File: src/rtl/corevx_mem_arbiter.sv
// Two-master to one-slave memory bus arbiter. Port 0 is the icache and port 1
// is the dcache. The winning request is forwarded combinationally to the
// memory port. The grant is held until the burst completes, and masters are
// served round-robin.
module corevx_mem_arbiter #(
  parameter int ADDR_WIDTH  = 34,
  parameter int BURST_WIDTH = 5
) (
  input  logic                   clk,
  input  logic                   rst_n,
  input  logic [ADDR_WIDTH-1:0]  s0_address,
  input  logic [BURST_WIDTH-1:0] s0_burstcount,
  input  logic                   s0_read,
  input  logic                   s0_write,
  input  logic [31:0]            s0_writedata,
  input  logic [3:0]             s0_byteenable,
  output logic                   s0_waitrequest,
  output logic [31:0]            s0_readdata,
  output logic                   s0_readdatavalid,
  output logic [1:0]             s0_response,
  input  logic [ADDR_WIDTH-1:0]  s1_address,
  input  logic [BURST_WIDTH-1:0] s1_burstcount,
  input  logic                   s1_read,
  input  logic                   s1_write,
  input  logic [31:0]            s1_writedata,
  input  logic [3:0]             s1_byteenable,
  output logic                   s1_waitrequest,
  output logic [31:0]            s1_readdata,
  output logic                   s1_readdatavalid,
  output logic [1:0]             s1_response,
  output logic [ADDR_WIDTH-1:0]  m_address,
  output logic [BURST_WIDTH-1:0] m_burstcount,
  output logic                   m_read,
  output logic                   m_write,
  output logic [31:0]            m_writedata,
  output logic [3:0]             m_byteenable,
  input  logic                   m_waitrequest,
  input  logic [31:0]            m_readdata,
  input  logic                   m_readdatavalid,
  input  logic [1:0]             m_response
);

  localparam logic [BURST_WIDTH-1:0] BEAT_ONE = BURST_WIDTH'(1);

  typedef enum logic [1:0] {IDLE, READ_DATA, WRITE_BURST} state_t;

  state_t                 r_state, w_state_nxt;
  logic [BURST_WIDTH-1:0] r_beats_left, w_beats_nxt;
  logic                   r_grant, w_grant_nxt;
  logic                   r_prio, w_prio_nxt;   // 0 favours master 0

  logic                   w_req0, w_req1, w_any_req, w_win, w_sel;
  logic [ADDR_WIDTH-1:0]  w_sel_addr;
  logic [BURST_WIDTH-1:0] w_sel_burst, w_eff_burst;
  logic                   w_sel_read, w_sel_write;
  logic [31:0]            w_sel_wdata;
  logic [3:0]             w_sel_be;
  logic                   w_fwd_wait, w_fwd_rdv;
  logic [1:0]             w_fwd_resp;

  assign w_req0    = s0_read | s0_write;
  assign w_req1    = s1_read | s1_write;
  assign w_any_req = w_req0 | w_req1;
  // Contention goes to the pointer; otherwise whoever asks (master 0 when idle).
  assign w_win     = (w_req0 & w_req1) ? r_prio : w_req1;
  // In IDLE the live winner steers the bus; during a burst the held grant does.
  assign w_sel     = (r_state == IDLE) ? w_win : r_grant;

  assign w_sel_addr  = w_sel ? s1_address    : s0_address;
  assign w_sel_burst = w_sel ? s1_burstcount : s0_burstcount;
  assign w_sel_read  = w_sel ? s1_read       : s0_read;
  assign w_sel_write = w_sel ? s1_write      : s0_write;
  assign w_sel_wdata = w_sel ? s1_writedata  : s0_writedata;
  assign w_sel_be    = w_sel ? s1_byteenable : s0_byteenable;
  // A zero burstcount is a single beat.
  assign w_eff_burst = (w_sel_burst == '0) ? BEAT_ONE : w_sel_burst;

  // State, remaining-beat count, grant and priority pointer.
  always_ff @(posedge clk or negedge rst_n) begin
    if (!rst_n) begin
      r_state      <= IDLE;
      r_beats_left <= '0;
      r_grant      <= 1'b0;
      r_prio       <= 1'b0;
    end else begin
      r_state      <= w_state_nxt;
      r_beats_left <= w_beats_nxt;
      r_grant      <= w_grant_nxt;
      r_prio       <= w_prio_nxt;
    end
  end

  // Next-state logic plus memory-side forwarding and return-path steering.
  always_comb begin
    w_state_nxt  = r_state;
    w_beats_nxt  = r_beats_left;
    w_grant_nxt  = r_grant;
    w_prio_nxt   = r_prio;
    m_address    = w_sel_addr;
    m_burstcount = w_sel_burst;
    m_writedata  = w_sel_wdata;
    m_byteenable = w_sel_be;
    m_read       = 1'b0;
    m_write      = 1'b0;
    w_fwd_wait   = 1'b1;
    w_fwd_rdv    = 1'b0;
    w_fwd_resp   = 2'b11;
    case (r_state)
      IDLE: begin
        // rst_n gating keeps the memory strobes and master stalls at their
        // reset values while reset is held, even if masters keep requesting.
        if (rst_n && w_any_req) begin
          m_read     = w_sel_read;
          m_write    = w_sel_write & ~w_sel_read;
          w_fwd_wait = m_waitrequest;
          w_fwd_resp = m_response;
          if (m_read && !m_waitrequest) begin
            // Memory may hand back the first beat in the accept cycle.
            w_fwd_rdv   = m_readdatavalid;
            w_grant_nxt = w_win;
            w_beats_nxt = w_eff_burst - {{(BURST_WIDTH-1){1'b0}}, m_readdatavalid};
            if (w_beats_nxt == '0) w_prio_nxt  = ~w_win;
            else                   w_state_nxt = READ_DATA;
          end else if (m_write && !m_waitrequest) begin
            if (w_eff_burst == BEAT_ONE) begin
              w_prio_nxt = ~w_win;
            end else begin
              w_grant_nxt = w_win;
              w_beats_nxt = w_eff_burst - BEAT_ONE;
              w_state_nxt = WRITE_BURST;
            end
          end
        end
      end
      READ_DATA: begin
        w_fwd_resp = m_response;
        // Beats past the expected count are dropped.
        if (m_readdatavalid && (r_beats_left != '0)) begin
          w_fwd_rdv   = 1'b1;
          w_beats_nxt = r_beats_left - BEAT_ONE;
          if (r_beats_left == BEAT_ONE) begin
            w_state_nxt = IDLE;
            w_prio_nxt  = ~r_grant;
          end
        end
      end
      WRITE_BURST: begin
        // Only the granted master drives memory; a dropped strobe simply waits.
        m_write    = w_sel_write;
        w_fwd_wait = m_waitrequest;
        w_fwd_resp = m_response;
        if (m_write && !m_waitrequest) begin
          w_beats_nxt = r_beats_left - BEAT_ONE;
          if (r_beats_left == BEAT_ONE) begin
            w_state_nxt = IDLE;
            w_prio_nxt  = ~r_grant;
          end
        end
      end
      default: w_state_nxt = IDLE;
    endcase
  end

  assign s0_waitrequest   = w_sel ? 1'b1  : w_fwd_wait;
  assign s0_readdatavalid = ~w_sel & w_fwd_rdv;
  assign s0_response      = w_sel ? 2'b11 : w_fwd_resp;
  assign s0_readdata      = w_sel ? 32'h0 : m_readdata;
  assign s1_waitrequest   = w_sel ? w_fwd_wait : 1'b1;
  assign s1_readdatavalid = w_sel & w_fwd_rdv;
  assign s1_response      = w_sel ? w_fwd_resp : 2'b11;
  assign s1_readdata      = w_sel ? m_readdata : 32'h0;

endmodule

File: config.mk
export PLATFORM = sky130hd
export DESIGN_NAME = corevx_mem_arbiter
export DESIGN_NICKNAME = d
export VERILOG_FILES = /design/src/rtl/corevx_mem_arbiter.sv
export SDC_FILE = /design/constraint.sdc
export NUM_CORES = 1
export LEC_CHECK = 0
export CORE_AREA = 2 2 134 136
export DETAILED_ROUTE_END_ITERATION = 10
export DIE_AREA = 0 0 136 138
export PLACE_DENSITY = 0.61
export SLEW_MARGIN = 20
export SYNTH_ARGS = -nofsm -noshare
export SYNTH_HDL_FRONTEND = slang
export SYNTH_SLANG_ARGS = --single-unit
File: constraint.sdc
create_clock -name clk -period 3.2 [get_ports clk]
set_input_delay 0.32 -clock clk [delete_from_list [all_inputs] [get_ports clk]]
set_output_delay 0.32 -clock clk [all_outputs]
set_load 0.02 [all_outputs]
Word level (Yosys, flattened, before mapping)
Index checks and enable logic that the tools add are counted.
W data, S select, Z words.
{"block": "op_classes", "n_mux": 55, "eq_ne": 13, "mul": 0, "div_mod_pow": 0, "shift": 0, "reduce_logical": 17, "add_sub_neg": 3, "bitwise_logic": 11, "n_lt_le_gt_ge": 0}
{"cell": "$mux W32", "n": 3}
{"cell": "$mux W5", "n": 8}
{"cell": "$mux W34", "n": 1}
{"cell": "$mux W1", "n": 24}
{"cell": "$mux W2", "n": 11}
{"cell": "$pmux W5 S3", "n": 1}
{"cell": "$reduce_and A6 Y1", "n": 2}
{"cell": "$eq A5 B1 Y1 const B", "n": 2}
{"cell": "$logic_not A5 Y1", "n": 2}
{"cell": "$sub A5 B1 Y5 const B", "n": 2}
{"cell": "$reduce_and A7 Y1", "n": 1}
{"cell": "$ne A2 B2 Y1 const B", "n": 3}
{"cell": "$ne A3 B1 Y1 const B", "n": 2}
{"cell": "$ne A3 B3 Y1 const B", "n": 2}
{"cell": "$pmux W1 S2", "n": 3}
{"cell": "$pmux W2 S3", "n": 1}
{"cell": "$logic_and A1 B1 Y1", "n": 5}
{"cell": "$reduce_bool A5 Y1", "n": 1}
{"cell": "$sub A5 B1 Y5", "n": 1}
{"cell": "$and A1 B1 Y1", "n": 4}
{"cell": "$mux W4", "n": 1}
{"cell": "$not A1 Y1", "n": 4}
{"cell": "$pmux W2 S2", "n": 1}
{"cell": "$reduce_and A4 Y1", "n": 1}
{"cell": "other kinds (11)", "n": 13}
{"block": "word_totals", "memories": 0, "latchBits": 0, "wordCells": 103, "input_bits": 192, "romBits": 0, "ramBits": 0, "regBits": 9}

Longest topological paths before layout
Gate-level depths: netlist (run 1).
{"block": "depth", "word_depth": 13, "ltp_mapped": 15}

Worst setup path after synthesis (run 1)
Ideal clock, no wire load.
{"block": "synth_timing", "path_kind": "reg2reg", "from": "register r_state[1]", "to": "register r_prio", "path_stages_with_launch": 14, "t_arrival_ps": 2850, "required_time_ps": 3075, "period_less_slack_ps": 2975, "setup_time_ps": 125, "slack_ps": 225, "cell_sequence": "dfrtp_1 -> inv_1 -> ha_1 -> nand2b_1 -> o21a_1 -> buf_6 -> mux2i_1 -> inv_1 -> ha_1 -> ha_1 -> xor2_1 -> o2111ai_1 -> a311oi_1 -> mux2_2"}
{"block": "synth_between", "elab_chain_cells": 9, "word_cells_on_any_way": 28}
{"item": "start, declared", "line_no": "47", "text": "state_t r_state, w_state_nxt;"}
{"item": "start signal, assigned", "line_no": "86", "text": "r_state <= w_state_nxt;"}
{"item": "$logic_not A2 Y1", "line_no": "67, 108"}
{"item": "$mux W1", "line_no": "67", "text": "assign w_sel = (r_state == IDLE) ? w_win : r_grant;"}
{"item": "$mux W5", "line_no": "70", "text": "assign w_sel_burst = w_sel ? s1_burstcount : s0_burstcount;"}
{"item": "$logic_not A5 Y1", "line_no": "76", "text": "assign w_eff_burst = (w_sel_burst == '0) ? BEAT_ONE : w_sel_burst;"}
{"item": "$mux W5", "line_no": "76"}
{"item": "$sub A5 B1 Y5", "line_no": "121", "text": "w_beats_nxt = w_eff_burst - {{(BURST_WIDTH-1){1'b0}}, m_readdatavalid};"}
{"item": "$logic_not A5 Y1", "line_no": "122", "text": "if (w_beats_nxt == '0) w_prio_nxt = ~w_win;"}
{"item": "$ne A3 B2 Y1 (no line)"}
{"item": "$reduce_and A7 Y1 (no line)"}
{"item": "end signal, assigned", "line_no": "89", "text": "r_prio <= w_prio_nxt;"}
{"item": "end, declared", "line_no": "50", "text": "logic r_prio, w_prio_nxt;"}
Parallel ways exist; a longest one is shown, timed or not. The select of a mux whose other input is x is not followed.
A chain may end at the register's enable or synchronous reset.

Worst setup path after layout (run 1)
{"block": "layout_timing", "from": "register r_state[0]", "to": "register r_prio"}
Same word-level chain as after synthesis.

==> impl_metrics.yaml, run 1 <==
detailed_routing:
  drt-met1-wl_um: 6788
  avgRoutedWirePerCell_um: 15.61
  drc: 0
  drt_pass1_iterations: 4
  wl_met3_um: 1282
  maxUsedRoutingLayer: "met5"
  ant_nets: 0
  wirelength_um: 16390
  drt_iter0_markers: 160
  wl_met2_um: 8089
  vias_per_cell: 4.097
  via_count: 4302
floorplan:
  die_w_um: 136
  start_util_pct: 14.68
  die_area_um2: 18770
  dieHeight_um: 138
  ios: 341
  core-area_um2: 17530
  std_cell_rows: 49
yosys:
  yosys_warnings: 0
  synth_cells: 475
  synth_area_per_cell_um2: 5.418
  synth_seq_area_share_pct: 8.751
  synth_edf_count: 0
  async_flop_share_pct: 100.0
  syn_nets: 678
  ys_ff_latch: 9
  synth_cell_types: 45
  ys.flop_type: "dfrtp_1"
  netlist_area_um2: 2574
sta:
  worst_hold_slack_ns: 0.5206
  tightest_slew_ns: 0.4785
  fin_crit_ns: 2.998
  finalCritPeriodShare_pct: 93.70
  fin_skew_ns: 0.002697
  setup_viol: 0
  rsz0062_at_grt: "false"
  finalHoldViolations: 0
  fmax_mhz: 333.5
  drv_slew: 0
  tns_ns: 0
  max-slew-margin-rel_pct: 67.65
pwr:
  p_int_mw: 2.936
  p_comb_share_pct: 92.4
  seq_power_share_pct: 3.9
  pwr-share-clk_pct: 3.7
  leakagePower_nw: 2.855
  swShare_pct: 51.16
  vdd_drop_max_mv: 0.4063
  power_density_nw_per_um2: 918.7
  p_switching_mw: 3.076
cts:
  cts.htree.levels: 1
  cts_resized: 0
  cts_sinks: 9
  post-cts-setup-buffers: 0
  cts_made_buffers: 3
  clockRootBuffer: "clkbuf_16"
  path_clk_slew_ns: 0.04
  clockBufferDepth: 2
  cts_tree: "yes"
  cts_hold_buf: 0
  worstSkewPairLatency_ns: 0.24
global_route:
  grt_remaining_overflow: 0
  grt_pass1_wl_um: 24120
  grt_max_degree: 75
  antenna_found_initial: 1
  grt_pass1_vias: 4308
  grt.total_usage_pct: 16.53
final_layout:
  fin_nets: 1024
  syn_to_final_growth_pct: 154.3
  drive_gt1_share_pct: 5.854
  layout_common_cells: "340 x clkdlybuf4s50_1, 232 x nand2_1, 65 x and2_1"
  mostFrequentLayoutCell: "clkdlybuf4s50_1"
placed_design:
  gp_congestion: 0.8248
  post-dp-hpwl_um: 14050
  port_buffers: 340
critical_path:
  ff2ff_setup_slack_ns: 0.20
  r2r-start: "r_state[0]"
  start_kind: "flip-flop"
  cp_max_fo: 7
  worst-path-stages: 12
  startpoint: "r_state[0]"
  r2r_end: "r_prio"
  r2r_cells: 12
  path_delay_family: "adder cells"
  worst-path-buf-inv: 2
  cp.arrival_ns: 3.11
  path_cells: "inv_1 > ha_4 > nand2b_1 > o21a_4 > mux2i_2 > inv_1 > ha_1 > ha_1 > xor2_1 > o2111ai_2 > a311oi_2 > mux2_2"
  max_stage_delay_ns: 0.41
  endpoint_kind: "flip-flop"
  required_ns: 3.32
  criticalPathCategory: "reg -> reg"
  crit_slowest_cell: "dfrtp_1"
run:
  max-cap-violations: 0
worst_hold_path:
  hp-class: "in -> async"
outcome:
  status: "finished, final reports clean"
cells by family (layout without fill, tap and decap cells):
group | Yosys count | count (layout) | synth area share [%]
buffers and inverters | 43 | 388 | 6.854
flip-flops | 9 | 9 | 8.751
multiplexers | 8 | 8 | 3.695
AND/OR/NAND/NOR | 341 | 341 | 57.80
XOR/XNOR | 6 | 6 | 2.042
AO/OA/AOI/OAI | 57 | 57 | 15.51
adder cells (fa/ha/maj) | 11 | 11 | 5.348
other | 0 | 1 | 0
per-layer routing:
layer / up-vias / global-route usage [%]
li1: 2208 / -
met1: 1865 / 19.83
met2: 211 / 29.83
met3: 16 / 3.997
met4: 2 / 2.961
met5: - / 0
registers in the layout, summed over array words and instances (netlist names):
| signal | cells |
|---|---|
| r_state | 2 |
| r_prio | 1 |
| r_grant | 1 |
| r_beats_left | 5 |
power by group through the flow:
stage | clock [mW] | sequential (mW) | combinational, mW
after floorplan | 0 | 0.219 | 2.91
after detailed placement | 0 | 0.235 | 5.54
after CTS | 0.227 | 0.234 | 5.57
final | 0.222 | 0.236 | 5.55
after global placement | 0 | 0.235 | 5.57
after global routing | 0.232 | 0.249 | 6.00
Yosys cell counts (4+ instances only):
| library cell | n | area, µm² |
|---|---|---|
| a211oi_1 | 5 | 37.54 |
| a21oi_1 | 10 | 50.05 |
| a31oi_1 | 4 | 25.02 |
| and2_1 | 65 | 406.6 |
| clkbuf_1 | 26 | 97.59 |
| dfrtp_1 | 9 | 225.2 |
| ha_1 | 11 | 137.6 |
| inv_1 | 14 | 52.55 |
| mux2i_1 | 5 | 50.05 |
| nand2_1 | 232 | 870.8 |
| nand3_1 | 6 | 30.03 |
| nor2_1 | 20 | 75.07 |
| nor3_1 | 9 | 45.04 |
| o211ai_1 | 5 | 37.54 |
| o21ai_0 | 12 | 60.06 |
| xnor2_1 | 5 | 43.79 |
stage by stage:
stage	area, µm²	utilization [%]	total power, mW	worst slack (ns)	instances
detailed placement	6434	36.69	5.779	-0.1160	1045
floorplan	2574	-	3.127	0.2253	475
global route	6541	37.31	6.476	0.02621	1049
global placement	6434	36.69	5.805	0.01365	1045
CTS	6513	37.14	6.034	0.03952	1049
finish	6544	37.32	6.012	0.2017	1050
worst max-delay path by stage:
stage	end	slack, ns
after floorplan	r_prio	0.23
after global placement	r_prio	0.01
after detailed placement	r_prio	-0.12
after CTS	m_burstcount[4]	0.04
after global routing	r_prio	0.03
final	r_prio	0.20
area by class of cell:
cell class | instances | area, µm²
diodes | 1 | 2.502
clock buffers | 4 | 78.83
fillers | 1898 | 10990
inverters | 14 | 52.55
multi-input cells | 423 | 2220
flip-flops and latches | 9 | 225.2
well taps | 229 | 286.5
repair buffers | 370 | 3679
Power figures use the tool's default switching activity.
==> inputs of run 2 (changes only) <==
--- a/config.mk
+++ b/config.mk
@@ -8,6 +8,7 @@
 export CORE_AREA = 2 2 134 136
 export DETAILED_ROUTE_END_ITERATION = 10
 export DIE_AREA = 0 0 136 138
+export GPL_TIMING_DRIVEN = 0
 export PLACE_DENSITY = 0.61
 export SLEW_MARGIN = 20
 export SYNTH_ARGS = -nofsm -noshare
==> run 2 against run 1 <==
Effect of this change: non-clock buffer count is 9 higher; critical endpoint unchanged; fmax decreased by 3.1%; worst setup slack worse by 0.097 ns.
==> impl_metrics.yaml, run 2 (synthesis gave the netlist of run 1 again) <==
outcome:
  status: "finished, final reports clean"
cts:
  path_clk_slew_ns: 0.04
  worstSkewPairLatency_ns: 0.24
  clockBufferDepth: 2
  cts_hold_buf: 0
  clockRootBuffer: "clkbuf_16"
  cts_tree: "yes"
  cts.htree.levels: 1
  cts_made_buffers: 3
  cts_sinks: 9
final_layout:
  layout_common_cells: "334 x clkdlybuf4s50_1, 232 x nand2_1, 65 x and2_1"
  top_register: "r_beats_left"
  final_area_um2: 6574
  mostFrequentLayoutCell: "clkdlybuf4s50_1"
  antenna_cells: 0
  drive_gt1_share_pct: 7.358
  nFillCells: 1903
  fin_nets: 1033
  largest_reg_flops: 5
  reg_top3: "r_beats_left (5), r_state (2)"
  syn_to_final_growth_pct: 155.4
floorplan:
  ios: 341
  start_util_pct: 14.68
  std_cell_rows: 49
  core-area_um2: 17530
  die_area_um2: 18770
  dieHeight_um: 138
  die_w_um: 136
worst_hold_path:
  hp-class: "in -> async"
detailed_routing:
  avgRoutedWirePerCell_um: 15.98
  drt_iter0_markers: 97
  drt_pass1_iterations: 4
  vias_per_cell: 4.122
  drc: 0
  via_count: 4361
  wirelength_um: 16910
  ant_nets: 0
global_route:
  grt.total_usage_pct: 17.10
  grt_pass1_vias: 4295
  grt_remaining_overflow: 0
  antenna_found_initial: 1
  grt_max_degree: 11
  grt_pass1_wl_um: 24880
sta:
  finalHoldViolations: 0
  fin_skew_ns: 0.0008265
  fmax_mhz: 323.1
  worst_hold_slack_ns: 0.4103
  rsz0062_at_grt: "true"
  setup_viol: 0
  fin_crit_ns: 3.095
  tightest_slew_ns: 0.6341
  finalCritPeriodShare_pct: 96.73
  max-slew-margin-rel_pct: 57.73
  drv_slew: 0
placed_design:
  post-dp-hpwl_um: 14530
  gp_congestion: 0.8150
  postPlaceCellArea_um2: 6254
  port_buffers: 339
critical_path:
  startpoint: "s1_write"
  r2r-start: "r_state[0]"
  endpoint_kind: "flip-flop"
  max_stage_delay_ns: 0.49
  ff2ff_setup_slack_ns: 0.11
  criticalPathCategory: "in -> reg"
  cp_max_fo: 7
  cp.arrival_ns: 3.21
  required_ns: 3.32
  path_cells: "clkdlybuf4s50_1 > o21ai_2 > o21a_1 > buf_6 > mux2i_4 > inv_1 > ha_2 > ha_1 > xor2_1 > o2111ai_2 > a311oi_2 > mux2_4"
  crit_slowest_cell: "clkdlybuf4s50_1"
  start_kind: "primary input"
pwr:
  vdd_drop_max_mv: 0.4358
  power_mw: 6.120
  power_density_nw_per_um2: 930.9
  leakagePower_nw: 2.909
run:
  max-cap-violations: 0
[run 2: cell types whose count changed in the layout (fill, tap and decap cells not counted), moves of 3 or more]
| cell | previous run | this run |
|---|---|---|
| clkbuf_2 | 0 | 11 |
| dlymetal6s2s_1 | 0 | 4 |
| nor3_2 | 0 | 3 |
| clkdlybuf4s50_1 | 340 | 334 |
| clkbuf_1 | 1 | 7 |
| buf_4 | 26 | 11 |
| clkbuf_4 | 0 | 7 |
| buf_12 | 4 | 0 |
| nor3_1 | 9 | 6 |
[run 2: routing by layer]
| layer | GRT usage [%] | wire length [µm] | share of wire (%) |
|---|---|---|---|
| met5 | 0 | 13 | 0.077 |
| met2 | 32.08 | 8657 | 51 |
| met1 | 20.20 | 6937 | 41 |
| met4 | 1.151 | 61 | 0.36 |
| met3 | 4.254 | 1237 | 7.3 |
[run 2: power breakdown]
part           total [mW]  switching [mW]  internal, mW  leakage [nW]
Sequential          0.241          0.0677         0.173         0.108
Combinational        5.66            3.05          2.61          2.76
Clock               0.223          0.0580         0.165        0.0409
[run 2: worst paths after layout]
| path | to | depth (start not counted) |
|---|---|---|
| max | r_prio | 12 |
| min | r_beats_left[3] | 1 |
| max reg2reg | r_prio | 13 |
| min reg2reg | r_prio | 1 |
| max in group asynchronous | r_grant | 1 |
| min in group clk | r_prio | 1 |
[run 2: final cells by class]
class | instances | area (µm²) | area share, %
Multi-Input combinational cell | 423 | 2270 | 34.53
Clock buffer | 3 | 75.07 | 1.142
Sequential cell | 9 | 225.2 | 3.426
Tap cell | 229 | 286.5 | 4.359
Timing Repair Buffer | 350 | 3485 | 53.01
Buffer | 29 | 175.2 | 2.665
Inverter | 14 | 52.55 | 0.7994
Clock inverter | 1 | 5.005 | 0.07613
[run 2: timing repair]
action,4_1_cts,5_1_grt
endpoints found under the setup margin,147,102
setup buffers,2,9
pin swaps,3,3
resized for setup,41,18
[run 2: stage by stage]
step	setup TNS, ns	utilization, %	setup slack (ns)	instances
after floorplan	0	-	0.2253	475
after global placement	-75.04	35.66	-0.9280	1043
after detailed placement	-76.22	35.66	-0.9440	1043
after CTS	0	36.81	0.003242	1049
after global routing	-0.05020	37.49	-0.03544	1058
final	0	37.49	0.1047	1058
[run 2: worst max-delay path, delay by kind of cell]
family,cells,cell delay (ns)
AOI/OAI and AO/OA,4,0.95
xor gates and xnor gates,1,0.21
adders and majority gates,2,0.41
buffers and inverters,3,0.72
muxes,2,0.60
==> inputs of run 3 (changes only) <==
--- a/config.mk
+++ b/config.mk
@@ -10,7 +10,6 @@
 export DIE_AREA = 0 0 136 138
 export GPL_TIMING_DRIVEN = 0
 export PLACE_DENSITY = 0.61
-export SLEW_MARGIN = 20
 export SYNTH_ARGS = -nofsm -noshare
 export SYNTH_HDL_FRONTEND = slang
 export SYNTH_SLANG_ARGS = --single-unit
==> results of run 3 <==
The final DEF is identical to that of run 2; final timing and power are the same.
